### config.mk
export PLATFORM = sky130hd
export DESIGN_NAME = priority_encode_seq
export DESIGN_NICKNAME = d
export VERILOG_FILES = /design/src/rtl/priority_encode_seq.sv
export SDC_FILE = /design/constraint.sdc
export NUM_CORES = 1
export LEC_CHECK = 0
export BUFFER_PORTS_ARGS = -buffer_cell sky130_fd_sc_hd__buf_2
export CORE_AREA = 2 2 39 41
export CTS_BUF_LIST = sky130_fd_sc_hd__clkbuf_4 sky130_fd_sc_hd__clkbuf_8
export CTS_CLUSTER_SIZE = 25
export DETAILED_ROUTE_END_ITERATION = 10
export DIE_AREA = 0 0 41 43
export GPL_TIMING_DRIVEN = 0
export PLACE_DENSITY = 0.48
export SKIP_CTS_REPAIR_TIMING = 1
export SLEW_MARGIN = 20
export SYNTH_ARGS = -nofsm -noshare
export SYNTH_HDL_FRONTEND = slang
export SYNTH_SLANG_ARGS = --single-unit
### constraint.sdc
create_clock -name clk -period 3.75 [get_ports clk]
set_clock_uncertainty 0.2 [all_clocks]
set_input_delay 0.75 -clock clk [delete_from_list [all_inputs] [get_ports clk]]
set_output_delay 0.75 -clock clk [all_outputs]
set_load 0.02 [all_outputs]
### src/rtl/priority_encode_seq.sv
// Registered N-to-log2(N) priority encoder with pending-request capture and a valid/ready output.
// Define ENCODE_RR_EN to build rotating priority; otherwise the lowest pending index always wins.
module priority_encode_seq #(
    parameter  int N = 4,
    localparam int W = $clog2(N)
) (
    input  logic         clk,
    input  logic         rst_n,
    input  logic         en,
    input  logic [N-1:0] req,
    input  logic         out_ready,
    output logic [W-1:0] out,
    output logic         out_valid,
    output logic         busy,
    output logic         drop
);

    logic [N-1:0] pend_q, pend_d;
    logic [W-1:0] out_q, out_d;
    logic         out_valid_q, out_valid_d;
    logic         drop_q, drop_d;

    logic [N-1:0] req_en;
    logic [N-1:0] load_mask;
    logic [W-1:0] sel_idx;
    logic         load;

    assign req_en = en ? req : '0;
    assign load   = (pend_q != '0) && (!out_valid_q || out_ready);

`ifdef ENCODE_RR_EN
    logic [W-1:0] rr_ptr_q;

    // Search starts at rr_ptr; W-bit addition wraps N-1 back to 0 because N is a power of 2.
    always_comb begin
        logic         found;
        logic [W-1:0] idx;
        sel_idx = '0;
        found   = 1'b0;
        for (int k = 0; k < N; k++) begin
            idx = rr_ptr_q + W'(k);
            if (!found && pend_q[idx]) begin
                sel_idx = idx;
                found   = 1'b1;
            end
        end
    end

    always_ff @(posedge clk or negedge rst_n) begin
        if (!rst_n) begin
            rr_ptr_q <= '0;
        end else if (load) begin
            rr_ptr_q <= sel_idx + W'(1);
        end
    end
`else
    // NOTE: every always_comb output gets a default first, so no path can infer a latch.
    always_comb begin
        logic found;
        sel_idx = '0;
        found   = 1'b0;
        for (int i = 0; i < N; i++) begin
            if (!found && pend_q[i]) begin
                sel_idx = W'(i);
                found   = 1'b1;
            end
        end
    end
`endif

    assign load_mask = load ? (N'(1) << sel_idx) : '0;

    always_comb begin
        // A fresh request for the bit being loaded re-arms it: set wins over clear.
        pend_d      = (pend_q & ~load_mask) | req_en;
        drop_d      = |(req_en & pend_q & ~load_mask);
        out_d       = out_q;
        out_valid_d = out_valid_q;
        if (load) begin
            out_d       = sel_idx;
            out_valid_d = 1'b1;
        end else if (out_ready) begin
            out_valid_d = 1'b0;
        end
    end

    // NOTE: state registers use non-blocking assignments so every flop samples pre-edge values.
    always_ff @(posedge clk or negedge rst_n) begin
        if (!rst_n) begin
            pend_q      <= '0;
            out_q       <= '0;
            out_valid_q <= 1'b0;
            drop_q      <= 1'b0;
        end else begin
            pend_q      <= pend_d;
            out_q       <= out_d;
            out_valid_q <= out_valid_d;
            drop_q      <= drop_d;
        end
    end

    assign out       = out_q;
    assign out_valid = out_valid_q;
    assign drop      = drop_q;
    assign busy      = (pend_q != '0) || out_valid_q;

endmodule

After elaboration in Yosys (flattened, before gate mapping) --
Cells that the tools add are included.
Cells by class: bitwise logic cells 5, shift-type cells 1, mux-type cells 10, reduce and logical (&&, ||, !) cells 13
Operators by type and width (number):
- bitwise AND 4 bit | 3
- two-way mux 4 bit | 2
- two-way mux 1 bit | 6
- logical AND 1 bit | 4
- logical NOT 1 bit | 4
- two-way mux 2 bit | 2
- inverter 4 bit | 1
- bitwise OR 4 bit | 1
- nonzero test 4 bit | 1
- OR reduction 4 bit | 1
- left shift 1 x 2 -> 4 bit, first input constant | 1
- logical OR 1 bit | 2
- nonzero test 2 bit | 1
Storage, ports and cells: input bits 8, bits in registers 8, output and inout port bits 5, logic and storage cells 33

Longest topological paths before layout --
Gate-level depths: netlist of run 1.
depth after elaboration 15, mapped depth 4, depth with buffers taken out 4

Worst setup path after synthesis of run 1 --
Ideal clock, no wire load.
path kind flip-flop to output port, from register pend_q[1], to output port busy, stages on the path, launching flop included 4, buffers on the path 0, data required time 2800 ps, slack 1814 ps, arrival 986 ps, path through dfrtp_1 > or2_4 > nor3_1 > nand2b_1
Between the ends: cells in the longest elaborated chain, start to end 2
RTL lines:
- start, declared | line 18 | logic [N-1:0] pend_q, pend_d;
- start signal, assigned | line 95 | pend_q <= pend_d;
- nonzero test 4 bit | line 105 | assign busy = (pend_q != '0) || out_valid_q;
- logical OR 1 bit | line 105
- end, declared | line 14 | output logic busy,
Every way passes these cells.

Worst setup path in the final report of run 1 --
Same ends and word-level chain as after synthesis.

==> results of run 1 <==
==> kinds of logic (layout without fill, tap and decap cells) <==
kind of cell	after synthesis	count (layout)	share of synthesized area (%)
buffers and inverters	0	15	0
AND/OR/NAND/NOR	21	21	27.9
AO/OA/AOI/OAI	9	9	17.7
flip-flops	8	8	54.4
==> routing by layer <==
layer	vias to the layer above	part of all wire (%)	GRT usage (%)
li1	158	-	-
met1	128	49	12.2
met2	12	43	15.3
met3	0	8.3	6.28
met4	0	0	6.00
met5	-	0	0
==> state kept, by name (all words and copies together) (netlist names) <==
register   cells
pend_q         4
drop           1
out            2
out_valid      1
==> cell usage after synthesis <==
cell / number / area [µm²]
nor2_1: 4 / 15.0
or2_4: 1 / 8.76
o21ai_0: 1 / 5.00
o22a_1: 1 / 8.76
a21oi_1: 2 / 10.0
o21a_1: 1 / 7.51
nand2_1: 11 / 41.3
nand2b_1: 2 / 12.5
nor3_1: 1 / 5.00
o211ai_1: 1 / 7.51
nor2b_4: 1 / 13.8
o31ai_2: 1 / 12.5
o21ai_1: 1 / 5.00
or2_0: 1 / 6.26
dfrtp_1: 8 / 200
o21ai_2: 1 / 8.76
==> cells in the final DEF (no fill, tap or decap) <==
cell type,Yosys,routed
nor3_1,1,1
buf_2,0,12
dfrtp_1,8,8
nand2b_1,2,2
o21a_1,1,1
o21ai_0,1,1
clkbuf_4,0,3
o21ai_2,1,1
nor2_1,4,4
o211ai_1,1,1
nand2_1,11,11
o31ai_2,1,1
nor2b_4,1,1
or2_4,1,1
o22a_1,1,1
o21ai_1,1,1
or2_0,1,1
a21oi_1,2,2
==> layout make-up <==
| cell class | instances | area (µm²) | area share, % |
|---|---|---|---|
| clock buffer | 3 | 22.5 | 4.79 |
| sequential | 8 | 200 | 42.6 |
| tap | 16 | 20.0 | 4.26 |
| timing repair buffer | 12 | 60.1 | 12.8 |
| multi-input combinational | 30 | 168 | 35.6 |
==> per-stage QoR <==
step	cell area, µm²	power, mW	util [%]	setup WS (ns)	instances
4_1_cts	470	0.226	34.0	1.44	69
5_1_grt	470	0.239	34.0	1.35	69
2_1_floorplan	368	0.140	-	1.81	38
3_3_place_gp	448	0.157	32.4	1.71	66
6_report	470	0.219	34.0	1.45	69
3_5_place_dp	448	0.158	32.4	1.72	66
==> power by group through the flow <==
stage,clock [mW],combinational (mW),sequential (mW)
after floorplan,0,0.0240,0.116
after global placement,0,0.0472,0.109
after detailed placement,0,0.0478,0.110
after CTS,0.0701,0.0480,0.108
after global routing,0.0758,0.0530,0.110
final,0.0644,0.0467,0.108
==> how the worst max path moves through the flow <==
stage,startpoint,to,depth (start not counted)
floorplan,pend_q[1]$_DFF_PN0_,busy,3
global placement,pend_q[1]$_DFF_PN0_,busy,4
detailed placement,pend_q[1]$_DFF_PN0_,busy,4
CTS,pend_q[1]$_DFF_PN0_,busy,4
global route,pend_q[1]$_DFF_PN0_,busy,4
finish,pend_q[1]$_DFF_PN0_,busy,4
==> reports/qor.yml, run 1 <==
synthesis:
  number_of_nets_in_the_synthesized_netlist: 46
  synth_seq_area_share_pct: 54.4
  yosys_register_bits: 8
  instance_count_of_the_mapped_netlist: 38
  synth_area_um2: 368
  synth_cell_type_count: 16
  postSynthAreaPerCell_um2: 9.68
  ys_warn_count: 0
floorplanning:
  initial_core_util_pct: 26.6
  chipHeight_um: 43
  design.portCount: 13
  placement_rows: 14
  core_area_um2: 1380
  die-width_um: 41
  design.die.area_um2: 1760
drt:
  routed_wirelength_um: 709
  first_pass_iters: 2
  dr_total_vias: 298
  drc_errors: 0
  detail_route.iter0.violations: 2
  routedWlPerCell_um: 10.3
  post_drt_via_cell_ratio: 4.32
  antenna_left: 0
critical_path:
  worst_path_dominant_cell_family: "simple AND/OR/NAND/NOR gates"
  path_buf_inv: 1
  worst_setup_path_end_kind: "output pin"
  critical_path.slowest_cell: "dfrtp_1"
  slowest_delay_ns: 0.39
  critical_path.max_fanout: 4
  path_class: "flop to output pin"
  worst-endpoint-required_ns: 2.80
  crit_path_start_kind: "flop"
  r2r_start: "pend_q[1]$_DFF_PN0_"
  worstReg2RegEnd: "drop$_DFF_PN0_"
  rrSetupSlack_ns: 2.40
  cp.arrival_ns: 1.35
  critical_path.cell_chain: "or2_4 -> nor3_1 -> nand2b_1 -> buf_2"
  r2r_worst_path_depth: 3
timing:
  finalSetupTns_ns: 0
  finalSetupViolCount: 0
  grt_setup_unrepaired: "no"
  final_max_slew_viols: 0
  min_period_over_period_pct: 61.4
  tightestPinTransition_ns: 0.249
  final-hold-violation-count: 0
  fmax_mhz: 434
  holdWs_ns: 0.136
  fin_crit_ns: 2.30
  worst_max_slew_margin_expressed_relative_to_the_limit_pct: 83.3
grt:
  grt_start_max_net_pins: 9
  grt_first_pass_wirelength_um: 1190
  antenna_violations_before_repair: 0
  track_usage_pct: 10.8
  grt_overflow_total: 0
  via_count_of_the_first_global_routing_pass: 297
pwr:
  power_density_nw_per_um2: 466
  switching_share_pct: 29.4
  worst_ir_drop_vdd_mv: 0.150
  clkPwrFrac_pct: 29.4
  seq_power_share_pct: 49.3
  combinationalPowerShare_pct: 21.3
  p_sw_uw: 64.4
  cell_internal_pwr_uw: 155
  leakage_nw: 0.219
cts:
  ctsLongestPathBuffers: 2
  tritoncts_clock_tree: "yes"
  cts.root.buffer_cell: "clkbuf_4"
  cts.sink_count: 8
  cts_htree_levels: 1
  cts_made_buffers: 3
  clkSlewWorstSetupHoldPaths_ns: 0.05
  insertion_delay_ns: 0.25
outcome:
  run_status: "complete, no violations"
min_path:
  timing.hold.worst.class: "primary input to async pin"
placed_design:
  gp_congestion: 0.597
  port-buffer-count: 12
cells_and_area:
  num-fill-cells: 150
  drive_above_1_share_pct: 35.8
  syn_to_layout_area_delta_pct: 27.9
  num-nets-final: 63
  antenna_cells: 0
job:
  max_cap_viol_count: 0
Note: power is estimated with default switching activity, not from simulation.
==> inputs of run 2 (changes only) <==
- clock period: 3.75 -> 2.32 ns (I/O delays scaled with it)
==> run 2 against run 1 <==
Net effect: via count grew 1.0%; first-iteration DRC count is the same; total power grew 62%; count of clock-buffer cells in the layout is the same; highest routed layer unchanged; design area grew 2.1%; global-route usage is the same; clock power grew 61%; combinational power grew 64%; final cell count grew 1.4%; sequential cell count is the same; worst hold slack gained 0.087 ns; sequential power grew 62%.
==> reports/qor.yml, run 2 (synthesized netlist as in run 1, its figures left out) <==
cells_and_area:
  most-common-layout-cells: "buf_2 (12), nand2_1 (11), dfrtp_1 (8), nor2_1 (4), clkbuf_4 (3)"
  syn_to_layout_area_delta_pct: 30.6
  layoutNonFillerInstCount: 70  # +1.4%
  num-nets-final: 64  # +1.6%
  antenna_cells: 0  # unchanged
  registers.top_by_ff_count: "pend_q"
  largest_register_ff_count: 4  # unchanged
  final_common_cell: "buf_2"
  drive_above_1_share_pct: 35.2  # -0.66 points
job:
  max_cap_viol_count: 0  # unchanged
critical_path:
  worst_setup_path_end_kind: "output pin"
  crit_path_start_kind: "flop"
  critical_path.slowest_cell: "dfrtp_1"
  path_class: "flop to output pin"
  critical_path.cell_chain: "or2_4 -> nor3_1 -> nand2b_1 -> buf_2"
  worst-endpoint-required_ns: 1.66  # -1.14 ns
  cp.arrival_ns: 1.35  # about the same
  critical_path.max_fanout: 4  # unchanged
  slowest_delay_ns: 0.39  # about the same
pwr:
  cell_internal_pwr_uw: 252  # +62%
  power_density_nw_per_um2: 741  # +59%
  worst_ir_drop_vdd_mv: 0.242  # +62%
  combinationalPowerShare_pct: 21.6  # +0.3 points
  seq_power_share_pct: 49.2  # about the same
  p_sw_uw: 104  # +62%
  clkPwrFrac_pct: 29.2  # -0.2 points
  switching_share_pct: 29.3  # -0.058 points
  fin_total_pwr_uw: 356  # +62%
  leakage_nw: 0.223  # +1.9%
grt:
  grt_first_pass_wirelength_um: 1190  # unchanged
  antenna_violations_before_repair: 0  # unchanged
  grt_start_max_net_pins: 9  # unchanged
  gr-max-usage-layer: "met2"
  track_usage_pct: 10.8  # unchanged
  global_routing_met3_resource_utilization_pct: 6.28  # unchanged
  via_count_of_the_first_global_routing_pass: 297  # unchanged
  grt_overflow_total: 0  # unchanged
  globalRouteMet2Util_pct: 15.3  # unchanged
  grt_use_met1_pct: 12.2  # unchanged
floorplanning:
  design.portCount: 13  # unchanged
  design.die.area_um2: 1760  # unchanged
  core_area_um2: 1380  # unchanged
  die-width_um: 41  # unchanged
  chipHeight_um: 43  # unchanged
  placement_rows: 14  # unchanged
  initial_core_util_pct: 26.6  # unchanged
timing:
  worst_max_slew_margin_expressed_relative_to_the_limit_pct: 83.3  # unchanged
  final-hold-violation-count: 0  # unchanged
  fin_crit_ns: 2.02
  grt_setup_unrepaired: "no"
  fmax_mhz: 496
  tightestPinTransition_ns: 0.249  # unchanged
  final_max_slew_viols: 0  # unchanged
  finalSetupViolCount: 0  # unchanged
  finalSetupTns_ns: 0  # unchanged
  min_period_over_period_pct: 86.9
drt:
  drc_errors: 0  # unchanged
  dr_total_vias: 301  # +1.0%
  antenna_left: 0  # unchanged
  routed_wirelength_um: 715  # +0.85%
  post_drt_via_cell_ratio: 4.30  # -0.44%
  detail_route.iter0.violations: 2  # unchanged
  routedWlPerCell_um: 10.2  # -0.59%
  first_pass_iters: 2  # unchanged
cts:
  ctsLongestPathBuffers: 2  # unchanged
  tritoncts_clock_tree: "yes"
  clkSlewWorstSetupHoldPaths_ns: 0.05  # about the same
  cts.sink_count: 8  # unchanged
  cts_htree_levels: 1  # unchanged
  insertion_delay_ns: 0.25  # about the same
  cts.root.buffer_cell: "clkbuf_4"
  cts_made_buffers: 3  # unchanged
placed_design:
  placed_cells: 66  # unchanged
  port-buffer-count: 12  # unchanged
  gp_congestion: 0.597  # unchanged
min_path:
  timing.hold.worst.class: "primary input to flop"
outcome:
  run_status: "complete, no violations"
run 2: changes by cell type in the layout (fill, tap and decap cells not counted):
cell,delta
dlygate4sd3_1,+1
run 2: final cells by class:
| cell class | instances | area [µm²] |
|---|---|---|
| fillers | 149 | 903 |
| flip-flops and latches | 8 | 200 |
| multi-input cells | 30 | 168 |
| repair buffers | 13 | 70.1 |
| clock buffers | 3 | 22.5 |
| well taps | 16 | 20.0 |
run 2: routing by layer:
| layer | vias up | part of all wire, % |
|---|---|---|
| met3 | 0 | 8.3 |
| li1 | 160 | - |
| met4 | 0 | 0 |
| met5 | - | 0 |
| met1 | 129 | 49 |
| met2 | 12 | 43 |
run 2: final timing paths:
path / start / to / slack (ns) / cells after the start
setup / recovery: pend_q[1]$_DFF_PN0_ / busy / 0.30 / 4
hold / removal: req[1] / pend_q[1]$_DFF_PN0_ / 0.22 / 3
setup reg to reg: pend_q[1]$_DFF_PN0_ / drop$_DFF_PN0_ / 0.97 / 3
hold reg to reg: out[1]$_DFFE_PN0P_ / out[1]$_DFFE_PN0P_ / 0.32 / 2
max in group asynchronous: rst_n / pend_q[3]$_DFF_PN0_ / 1.37 / 2
min in group asynchronous: rst_n / out[0]$_DFFE_PN0P_ / 0.39 / 2
run 2: metrics by stage:
stage	setup slack, ns	utilization [%]	hold slack, ns	cell area [µm²]
2_1_floorplan	0.670	-	-0.0316	368
4_1_cts	0.295	34.0	-0.155	470
6_report	0.303	34.7	0.223	480
3_3_place_gp	0.563	32.4	0.119	448
3_5_place_dp	0.580	32.4	0.121	448
5_1_grt	0.202	34.7	0.239	480
run 2: worst max-delay path, delay by kind of cell, from the launching register on:
family                 cells  cell delay, ns
buffers and inverters      1            0.16
and+or+nand+nor            3            0.55
DFF                        1            0.39
run 2: power by group through the flow:
stage | Combinational (mW) | Clock (mW) | Sequential, mW
floorplan | 0.0388 | 0 | 0.187
global placement | 0.0763 | 0 | 0.177
finish | 0.0768 | 0.104 | 0.175
detailed placement | 0.0773 | 0 | 0.178
global route | 0.0871 | 0.122 | 0.178
CTS | 0.0775 | 0.113 | 0.175
==> inputs of run 3 (changes only) <==
- PLACE_DENSITY: 0.48 -> unset
==> run 3 against run 2 <==
Net effect: first-iteration DRC count stayed put; sequential share of layout area did not move; critical path type unchanged; final cell count unchanged; core utilization stayed put; design area unchanged.
==> reports/qor.yml, run 3 (synthesized netlist as in run 1, its figures left out) <==
outcome:
  run_status: "complete, no violations"
drt:
  antenna_left: 0  # unchanged
  detail_route.iter0.violations: 2  # unchanged
  routedWlPerCell_um: 9.77  # -4.3%
  wl_met3_um: 65  # +10%
  post_drt_via_cell_ratio: 4.47  # +4.0%
  first_pass_iters: 2  # unchanged
  dr_total_vias: 313  # +4.0%
  drc_errors: 0  # unchanged
  dr.max_layer_used: "met3"
  routed_wirelength_um: 684  # -4.3%
  routed-wl-met2_um: 297  # -2.9%
  detail_route.wirelength.met1_um: 322  # -7.7%
min_path:
  hold_path_startpoint: "req[2]"
  hold-path-cell-count: 3  # unchanged
  timing.hold.worst.class: "primary input to flop"
  worstHoldEndpoint: "pend_q[2]$_DFF_PN0_"
timing:
  setup_ws_ns: 0.299  # -0.00421 ns
  finalSetupTns_ns: 0  # unchanged
  tightestPinTransition_ns: 0.237  # -0.0114 ns
  finalSetupViolCount: 0  # unchanged
  grt_setup_unrepaired: "no"
  final_max_slew_viols: 0  # unchanged
  final-hold-violation-count: 0  # unchanged
  fmax_mhz: 495  # -0.21%
  worst_max_slew_margin_expressed_relative_to_the_limit_pct: 84.1  # +0.74 points
  fin_crit_ns: 2.02  # +0.00421 ns
  min_period_over_period_pct: 87.1  # +0.18 points
cells_and_area:
  regArea_um2: 200  # unchanged
  area_of_combinational_cells_with_multiple_inputs_um2: 168  # unchanged
  largest_register_ff_count: 4  # unchanged
  syn_to_layout_area_delta_pct: 30.6  # unchanged
  final_design_area_no_fill_um2: 480  # unchanged
  registers.top_by_ff_count: "pend_q"
  drive_above_1_share_pct: 35.2  # unchanged
  most-common-layout-cells: "buf_2 (12), nand2_1 (11), dfrtp_1 (8), nor2_1 (4), clkbuf_4 (3)"
  antenna_cells: 0  # unchanged
  num-fill-cells: 149  # unchanged
  num-nets-final: 64  # unchanged
  final_common_cell: "buf_2"
critical_path:
  rrSetupSlack_ns: 0.98  # about the same
  critical_path.max_fanout: 4  # unchanged
  path_class: "flop to output pin"
  worstReg2RegEnd: "drop$_DFF_PN0_"
  worst-endpoint-required_ns: 1.66  # about the same
  worst_setup_path_end_kind: "output pin"
  r2r_worst_path_depth: 4  # +1
  r2r_start: "pend_q[1]$_DFF_PN0_"
  cp.arrival_ns: 1.36  # about the same
  crit_path_start_kind: "flop"
cts:
  cts_made_buffers: 3  # unchanged
  cts.root.buffer_cell: "clkbuf_4"
  ctsLongestPathBuffers: 2  # unchanged
  insertion_delay_ns: 0.25  # about the same
  tritoncts_clock_tree: "yes"
  cts.sink_count: 8  # unchanged
  clkSlewWorstSetupHoldPaths_ns: 0.05  # about the same
  cts_htree_levels: 1  # unchanged
grt:
  grt_overflow_total: 0  # unchanged
  via_count_of_the_first_global_routing_pass: 284  # -4.4%
  antenna_violations_before_repair: 0  # unchanged
  grt_start_max_net_pins: 9  # unchanged
  grt_first_pass_wirelength_um: 1170  # -1.1%
  track_usage_pct: 10.5  # -0.32 points
pwr:
  power_density_nw_per_um2: 741  # +0.12%
  worst_ir_drop_vdd_mv: 0.365  # +51%
  leakage_nw: 0.223  # unchanged
  fin_total_pwr_uw: 356  # +0.12%
floorplanning:
  chipHeight_um: 43  # unchanged
  core_area_um2: 1380  # unchanged
  design.die.area_um2: 1760  # unchanged
  die-width_um: 41  # unchanged
  placement_rows: 14  # unchanged
  design.portCount: 13  # unchanged
  initial_core_util_pct: 26.6  # unchanged
placed_design:
  gp_congestion: 0.639  # +7.1%
  postPlaceCellArea_um2: 448  # unchanged
  pre_cts_ws_ns: 0.567  # -0.0132 ns
  port-buffer-count: 12  # unchanged
job:
  max_cap_viol_count: 0  # unchanged
==> run 3: cell counts in the layout (fill, tap and decap cells not counted) <==
No cell type changed its count.
==> run 3: how the worst max path moves through the flow <==
stage | from | endpoint | slack [ns] | depth (start not counted)
global route | pend_q[1]$_DFF_PN0_ | busy | 0.18 | 4
floorplan | pend_q[1]$_DFF_PN0_ | busy | 0.67 | 3
finish | pend_q[1]$_DFF_PN0_ | busy | 0.30 | 4
CTS | pend_q[1]$_DFF_PN0_ | busy | 0.28 | 4
global placement | pend_q[1]$_DFF_PN0_ | busy | 0.58 | 4
detailed placement | pend_q[1]$_DFF_PN0_ | busy | 0.57 | 4
==> run 3: metal layers <==
| layer | GRT usage [%] | up-vias |
|---|---|---|
| li1 | - | 161 |
| met4 | 2.00 | 0 |
| met3 | 9.42 | 0 |
| met5 | 0 | - |
| met1 | 12.1 | 138 |
| met2 | 14.4 | 14 |
==> run 3: final cells by class <==
cell class | count | share of cell area, %
Timing Repair Buffer | 13 | 14.6
Clock buffer | 3 | 4.69
Multi-Input combinational cell | 30 | 34.9
Sequential cell | 8 | 41.7
Tap cell | 16 | 4.17
==> run 3: critical path, cell delays in order (launching register included) <==
cell,delay [ns]
dfrtp_1,0.39
or2_4,0.28
nor3_1,0.20
nand2b_1,0.07
buf_2,0.16
==> run 3: through the flow <==
stage	util [%]	hold WS (ns)	instances
final	34.7	0.231	70
after global routing	34.7	0.221	70
after CTS	34.0	-0.156	69
after detailed placement	32.4	0.122	66
after global placement	32.4	0.116	66
after floorplan	-	-0.0316	38
==> run 3: power breakdown <==
part	leakage, nW	switching [mW]	internal (mW)
combinational	0.120	0.0426	0.0337
sequential	0.0896	0.0156	0.159
clock	0.0138	0.0463	0.0591
